### config.mk
export PLATFORM = sky130hd
export DESIGN_NAME = uio_bus_arbiter
export DESIGN_NICKNAME = d
export VERILOG_FILES = /design/src/rtl/uio_arb_pkg.sv /design/src/rtl/uio_bus_arbiter_rr_pick.sv /design/src/rtl/uio_bus_arbiter.sv
export SDC_FILE = /design/constraint.sdc
export NUM_CORES = 1
export LEC_CHECK = 0
export ABC_AREA = 1
export CORE_ASPECT_RATIO = 2
export CORE_MARGIN = 2
export CORE_UTILIZATION = 40
export CTS_BUF_LIST = sky130_fd_sc_hd__clkbuf_4
export DETAILED_ROUTE_END_ITERATION = 16
export GPL_TIMING_DRIVEN = 1
export PLACE_DENSITY = 0.92
export RECOVER_POWER = 50
export SLEW_MARGIN = 10
export SYNTH_ARGS = -nofsm -noshare
export SYNTH_HDL_FRONTEND = slang
export SYNTH_SLANG_ARGS = --single-unit
### constraint.sdc
create_clock -name clk -period 2.2 [get_ports clk]
set_clock_uncertainty 0.05 [all_clocks]
set_input_delay 0.33 -clock clk [delete_from_list [all_inputs] [get_ports clk]]
set_output_delay 0.33 -clock clk [all_outputs]
set_load 0.1 [all_outputs]
### src/rtl/uio_arb_pkg.sv
// Shared types and helpers for the uio pin-bank arbiter and related tile arbiters.
package uio_arb_pkg;

    typedef enum logic [1:0] {
        IDLE  = 2'd0,
        GRANT = 2'd1,
        TURN  = 2'd2
    } state_t;

    localparam int MAX_REQ = 8;

    // Owner index width, never narrower than one bit.
    function automatic int own_width(input int n);
        return (n <= 2) ? 1 : $clog2(n);
    endfunction

    function automatic logic [MAX_REQ-1:0] onehot(input logic [2:0] idx);
        return MAX_REQ'(1) << idx;
    endfunction

endpackage

### src/rtl/uio_bus_arbiter_rr_pick.sv
// Round-robin pick: first set req bit searching from ptr upward with wrap.
// Purely combinational; no latency, no backpressure.
module rr_pick #(
    parameter int N = 4,
    parameter int W = 2
) (
    input  logic [N-1:0] req,
    input  logic [W-1:0] ptr,
    output logic         found,
    output logic [W-1:0] idx
);

    logic [2*N-1:0] dbl;
    int             s;

    always_comb begin
        found = 1'b0;
        idx   = '0;
        s     = 0;
        // Rotating a doubled copy puts candidate ptr at bit 0.
        dbl   = {req, req} >> ptr;
        for (int k = 0; k < N; k++) begin
            if (!found && dbl[k]) begin
                found = 1'b1;
                s     = int'(ptr) + k;
                if (s >= N) begin
                    s = s - N;
                end
                idx   = W'(s);
            end
        end
    end

endmodule

### src/rtl/uio_bus_arbiter.sv
// Round-robin owner of the shared uio pin bank with tristate turnaround between owners.
// Grant registered one edge after request; owner held until release, req drop or hold limit.
module uio_bus_arbiter
    import uio_arb_pkg::*;
#(
    parameter  int N_REQ     = 4,
    parameter  int MAX_HOLD  = 16,
    parameter  int TA_CYCLES = 1,
    localparam int OWN_W     = own_width(N_REQ)
) (
    input  logic               clk,
    input  logic               rst,
    input  logic [N_REQ-1:0]   req,
    input  logic [N_REQ-1:0]   rel,
    input  logic [8*N_REQ-1:0] dout,
    input  logic [8*N_REQ-1:0] doe,
    output logic [N_REQ-1:0]   grant,
    output logic [7:0]         uio_out,
    output logic [7:0]         uio_oe,
    output logic               busy,
    output logic [OWN_W-1:0]   owner
);

    localparam int HOLD_W = $clog2(MAX_HOLD + 1);

    state_t              state_q, state_d;
    logic [N_REQ-1:0]    grant_d;
    logic                busy_d;
    logic [OWN_W-1:0]    owner_d;
    logic [OWN_W-1:0]    ptr_q, ptr_d, ptr_inc;
    logic [HOLD_W-1:0]   hold_q, hold_d;
    logic [1:0]          ta_q, ta_d;
    logic                pick_found;
    logic [OWN_W-1:0]    pick_idx;
    logic [MAX_REQ-1:0]  pick_oh;

    rr_pick #(
        .N (N_REQ),
        .W (OWN_W)
    ) u_pick (
        .req   (req),
        .ptr   (ptr_q),
        .found (pick_found),
        .idx   (pick_idx)
    );

    assign ptr_inc = (owner_q_is_last()) ? '0 : owner + 1'b1;

    function automatic logic owner_q_is_last();
        return owner == OWN_W'(N_REQ - 1);
    endfunction

    always_ff @(posedge clk or posedge rst) begin
        if (rst) begin
            state_q <= IDLE;
            grant   <= '0;
            busy    <= 1'b0;
            owner   <= '0;
            ptr_q   <= '0;
            hold_q  <= '0;
            ta_q    <= '0;
        end else begin
            state_q <= state_d;
            grant   <= grant_d;
            busy    <= busy_d;
            owner   <= owner_d;
            ptr_q   <= ptr_d;
            hold_q  <= hold_d;
            ta_q    <= ta_d;
        end
    end

    always_comb begin
        state_d = state_q;
        grant_d = grant;
        busy_d  = busy;
        owner_d = owner;
        ptr_d   = ptr_q;
        hold_d  = hold_q;
        ta_d    = ta_q;
        pick_oh = onehot(3'(pick_idx));
        case (state_q)
            IDLE: begin
                if (pick_found) begin
                    owner_d = pick_idx;
                    grant_d = pick_oh[N_REQ-1:0];
                    busy_d  = 1'b1;
                    hold_d  = '0;
                    state_d = GRANT;
                end
            end
            GRANT: begin
                if (hold_q != HOLD_W'(MAX_HOLD)) begin
                    hold_d = hold_q + 1'b1;
                end
                // Voluntary release, dropped request and hold limit all end the grant alike.
                if (rel[owner] || !req[owner] || hold_q == HOLD_W'(MAX_HOLD - 1)) begin
                    grant_d = '0;
                    busy_d  = 1'b0;
                    ptr_d   = ptr_inc;
                    if (TA_CYCLES == 0) begin
                        state_d = IDLE;
                    end else begin
                        state_d = TURN;
                        ta_d    = 2'(TA_CYCLES);
                    end
                end
            end
            TURN: begin
                ta_d = ta_q - 1'b1;
                if (ta_q <= 2'd1) begin
                    state_d = IDLE;
                end
            end
            default: state_d = IDLE;
        endcase
    end

    // Pins follow the registered owner only while granted; tristated otherwise.
    always_comb begin
        uio_out = '0;
        uio_oe  = '0;
        if (state_q == GRANT) begin
            uio_out = dout[{owner, 3'b000} +: 8];
            uio_oe  = doe[{owner, 3'b000} +: 8];
        end
    end

endmodule

======== After elaboration in Yosys (flattened, before gate mapping) ========
Cells that the tools add are included.
W data, S select, Z words.
word-level totals
  logic and storage cells ................. 88
  flip-flop bits (word level) ............. 18
  output and inout port bits .............. 23
  input port bits ......................... 74
operators by class
  mux-type cells .......................... 34
  equality and inequality tests ........... 9
  reductions and logical operators ........ 18
  shifts and indexed selects .............. 4
  add/subtract/negate cells ............... 10
  order comparisons ....................... 6
operators with widths
  kind                   count
  $shiftx A32 B6 Y8      2
  $mux W2                13
  $mux W8                2
  $mux W5                2
  $pmux W5 S2            1
  $sub A2 B1 Y2 const B  5
  $ge A3 B3 Y1 const B   3
  $reduce_and A3 Y1      3
  $mux W1                8
  $mux W4                2
  $ne A2 B2 Y1 const B   4
  $pmux W4 S2            1
  $shr A8 B2 Y4          1
  $add A2 B2 Y3 const B  2
  $pmux W2 S3            1
  $reduce_and A2 Y1      3
  $add A5 B1 Y5 const B  1
  $eq A5 B4 Y1 const B   1
  $ne A5 B5 Y1 const B   1
  $bmux W1 S2            2
  $eq A2 B2 Y1 const B   2
  $logic_not A1 Y1       4
  $pmux W2 S2            1
  $reduce_bool A2 Y1     2
  11 further kinds       14

======== Depth between registers and ports, before layout ========
  depth in word-level cells ............... 14
  gate-level depth with buffers ........... 13
  depth with buffers taken out ............ 12

======== Modules after synthesis ========
A second synthesis with hierarchy kept.
second synthesis, totals
  cells, all modules ...................... 290
  area total of the unflattened synthesis .. 1813.0 µm²
by module, submodules not included
  module           cells an instance  area an instance (µm²)  sequential area each (µm²)  instances
  uio_bus_arbiter  237                1482.7                  450.4                       1
  rr_pick          53                 330.3                   0.0                         1

======== Worst setup path before layout ========
No wires, ideal clock.
  path type ............................... flip-flop to output port
  start point ............................. register owner[0]
  end point ............................... output port uio_oe[5]
  buffers on the path ..................... 2
  required time ........................... 1.820 ns
  setup slack ............................. -1.390 ns
  data arrival time ....................... 3.210 ns
  cell stages (with the launch flop) ...... 7
  cell sequence ........................... dfrtp_1 buf_4 clkbuf_1 nor2_1 nor2_1 o21ai_0 a21oi_1
on the way
  cells in the longest elaborated chain, start to end .. 2
ends and longest elaborated chain
  what                    RTL line                text
  from (decl)             uio_bus_arbiter.sv:21   output logic [OWN_W-1:0] owner
  from (signal assigned)  uio_bus_arbiter.sv:66   owner <= owner_d;
  $shiftx A32 B6 Y8       uio_bus_arbiter.sv:125  uio_oe = doe[{owner, 3'b000} +: 8];
  $mux W8                 uio_bus_arbiter.sv:123  if (state_q == GRANT) begin
  to (decl)               uio_bus_arbiter.sv:19   output logic [7:0] uio_oe,
No other way between the ends.

======== Worst setup path after layout ========
  start point ............................. register owner[0]
  end point ............................... output port uio_oe[6]
Same word-level chain as after synthesis.

==> impl_results.md <==
* Outcome: finished, final reports clean
* Post-Syn Area per Cell at 5.98 µm²
* Nets@finish at 459
* Vias in the first global route at 2403
* Slew @ Worst Pin at 1160 ps
* H-tree depth at 1
* Post-synthesis adder-cell area fraction at 3.71%
* P_leak at 1.34 nW
* Top FF cell, synth: dfrtp_1
* Cell area after placement at 3060 µm²
* RSZ-0062 raised after global routing: yes
* GR Util met2 at 55.2%
* Mapped Cells at 282
* Synth Register Bits at 18
* Crit path DAT at 1730 ps
* Switching part of the total at 62.2%
* Total Routing Usage GR at 27.0%
* Fin cells at 431
* Share of cells above drive strength 1 at 19.0%
* Synthesis-to-layout area growth at 84.1%
* Peak VDD IR at 1.39 mV
* Hold path startpoint: ta_q[1]
* # fillers at 260
* Mux cell area share after synthesis at 0%
* Die Ht at 95.8 µm
* Antenna Cells at 0
* CP required at 1820 ps
* Fin crit period at 2110 ps
* CTS tree: built
* Synth Cell Area at 1690 µm²
* Die Area at 4780 µm²
* Reg clk slew, reported paths at 90 ps
* Pin count of the biggest net entering global routing at 22
* CP cell instances: inv_2, buf_12, o21ai_0, a21oi_4, buf_12
* F_max at 473 MHz
* Final instance area at 3110 µm²
* Port bufs at 96
* Vias per Instance at 5.27
* Min Hold Slack at 436 ps
* DR pass1 iterations at 4
* Buf/Inv on CP at 3
* Core area at 4090 µm²
* Pwr/cell area at 1740 nW/µm²
* Critical Path Start Type: flop
* Via count at 2273
* Initial drt markers at 40
* Antenna violations before repair at 0
* Clock root buffer: clkbuf_4
* Critical Path Slowest Stage Cell: dfrtp_4
* DRC at 0
* Deepest clock path buffer count at 2
* XOR/XNOR Fraction of Synth Area at 1.04%
* First-pass GRT wire length at 10.2 mm
* Hold Path Class: flop to flop
* Synth Net Count at 361
* Initial Utilization at 41.3%
* Util after Layout at 76.0%
* Worst Path Class, Setup: flop to output pin
* TritonCTS Sinks at 18
* Combinational share of power at 85.8%
* CP max stage delay at 510 ps
* Period Utilization, post-route at 96.1%
* Post-DP HPWL at 5.03 mm
* Routed len/inst at 14.3 µm
* Post-route ant nets at 0
* Yosys synthesis warning count at 0
* Crit path top cell by count: buf_12
* Total wire length at 6.17 mm
* Crit path max-delay family: buffers and inverters
* Combinational family with the most area after synthesis: simple AND/OR/NAND/NOR gates
* Total Power at 5.40 mW
* CP max FO at 16
* GRT busiest layer: met2
* Sequential Power Share at 11.2%
* P_sw at 3.36 mW
* Sequential share of the synthesized area at 26.7%
* Setup Viol. Count Final at 0
* Netlist cell types at 31
* # IOs at 97
* Simple-gate area share of the yosys netlist at 39.8%
* Placement Rows at 33
* Final Max Slew Viols at 0
* Compound-cell area share of the yosys netlist at 20.1%
* Fin. Hold Viols at 0
* GP Congestion at 0.876
* FF-to-FF Start: hold_q[0]
* Ys async rst share at 100%
* Clk network pwr share at 2.9%
* Die Span X at 49.9 µm
* Placed insts at 424
* Clock Latency Late Sink at 280 ps
* Max-cap violations at 0
* Met3 Use GR at 3.88%
* Global route total overflow at 0
* Internal Pwr Total at 2.04 mW
* Endpoint class of the critical path: output pin
* Rel. slew slack at 23.1%
* Setup crit start: owner[0]
* Num CTS Buffers at 3
* Number of synthesized flops with an enable pin at 0
* Met1 Resource Use GR at 24.8%
-- placed cells by master, fill, tap and decap left out, types with 4 or more instances in the layout --
master / instances
nor2_1: 73
clkdlybuf4s50_1: 72
nand2_1: 53
o21ai_0: 37
buf_12: 19
inv_1: 17
a21oi_4: 16
dfrtp_1: 16
nand3_1: 14
nand2_2: 7
buf_4: 6
ha_1: 5
clkbuf_2: 5
inv_2: 4
o21ai_1: 4
-- logic make-up (layout without fill, tap and decap cells) --
group	count (synthesis)	after routing
simple gates	158	158
compound gates	64	64
buf+inv	35	132
flops	18	18
fa+ha+maj	5	5
xor+xnor	2	2
-- state kept, by name, summed over array words and instances (netlist names) --
signal and count:
hold_q 5, ta_q 2, grant 4, owner 2, ptr_q 2, state_q 2, busy 1
-- final timing paths --
kind                             end  slack (ps)  cells after the start
setup / recovery           uio_oe[6]          90                      5
hold / removal               ta_q[1]         440                      2
setup reg to reg            grant[2]         380                     11
hold reg to reg              ta_q[1]         440                      2
max in group asynchronous   owner[0]        1100                      2
min in group asynchronous  hold_q[2]         510                      2
-- metrics by stage --
stage	setup TNS [ps]	setup WS, ps
2_1_floorplan	-119	-17.9
3_3_place_gp	0	295
3_5_place_dp	0	209
4_1_cts	0	60.8
5_1_grt	-18.1	-13.7
6_report	0	86.3
-- cell type report --
class                      instances  area [µm²]  share of cell area (%)
clock buffer                       3        22.5                   0.725
clock inverter                     1        3.75                   0.121
inverter                          23        90.1                    2.90
timing repair buffer             105        1200                    38.5
sequential                        18         458                    14.7
multi-input combinational        229        1270                    40.9
tap                               52        65.1                    2.10
-- what timing repair did --
item                                   CTS  global route
setup endpoints to repair                1             5
resized for setup                        0             1
pin swaps                                0             0
endpoints found under the hold margin    0             0
gates cloned                             0             0
setup buffers                            1             2
hold buffers                             0             0
-- layer usage --
metal,up-vias,share of wire [%]
met5,-,0
met4,0,5.2
met3,24,5.9
met2,101,57
met1,1039,32
li1,1109,-
-- power groups by stage --
stage | Sequential, mW | Clock (mW) | Combinational (mW)
floorplan | 0.888 | 0 | 2.95
global placement | 0.642 | 0 | 4.43
detailed placement | 0.650 | 0 | 4.54
CTS | 0.625 | 0.163 | 4.59
global route | 0.622 | 0.176 | 4.94
finish | 0.607 | 0.157 | 4.64
-- cell usage after synthesis (2+ instances only) --
master    instances  area, µm²
o31ai_1           2       15.0
nor2_1           73        274
nand3_1          14       70.1
o21ai_0          38        190
nand2_2           7       43.8
clkbuf_1          8       30.0
nand4_1           3       18.8
ha_1              5       62.6
a21oi_1          17       85.1
o21ai_1           3       15.0
inv_2             5       18.8
nand3b_1          3       22.5
or2_2             2       12.5
inv_1            16       60.1
nand2_1          53        199
dfrtp_1          18        450
-- worst min-delay path: stages (launching register included) --
cell and delay [ps]:
dfrtp_1 360, nand2_1 50, nand2_1 50
(Power assumes the default switching activity.)
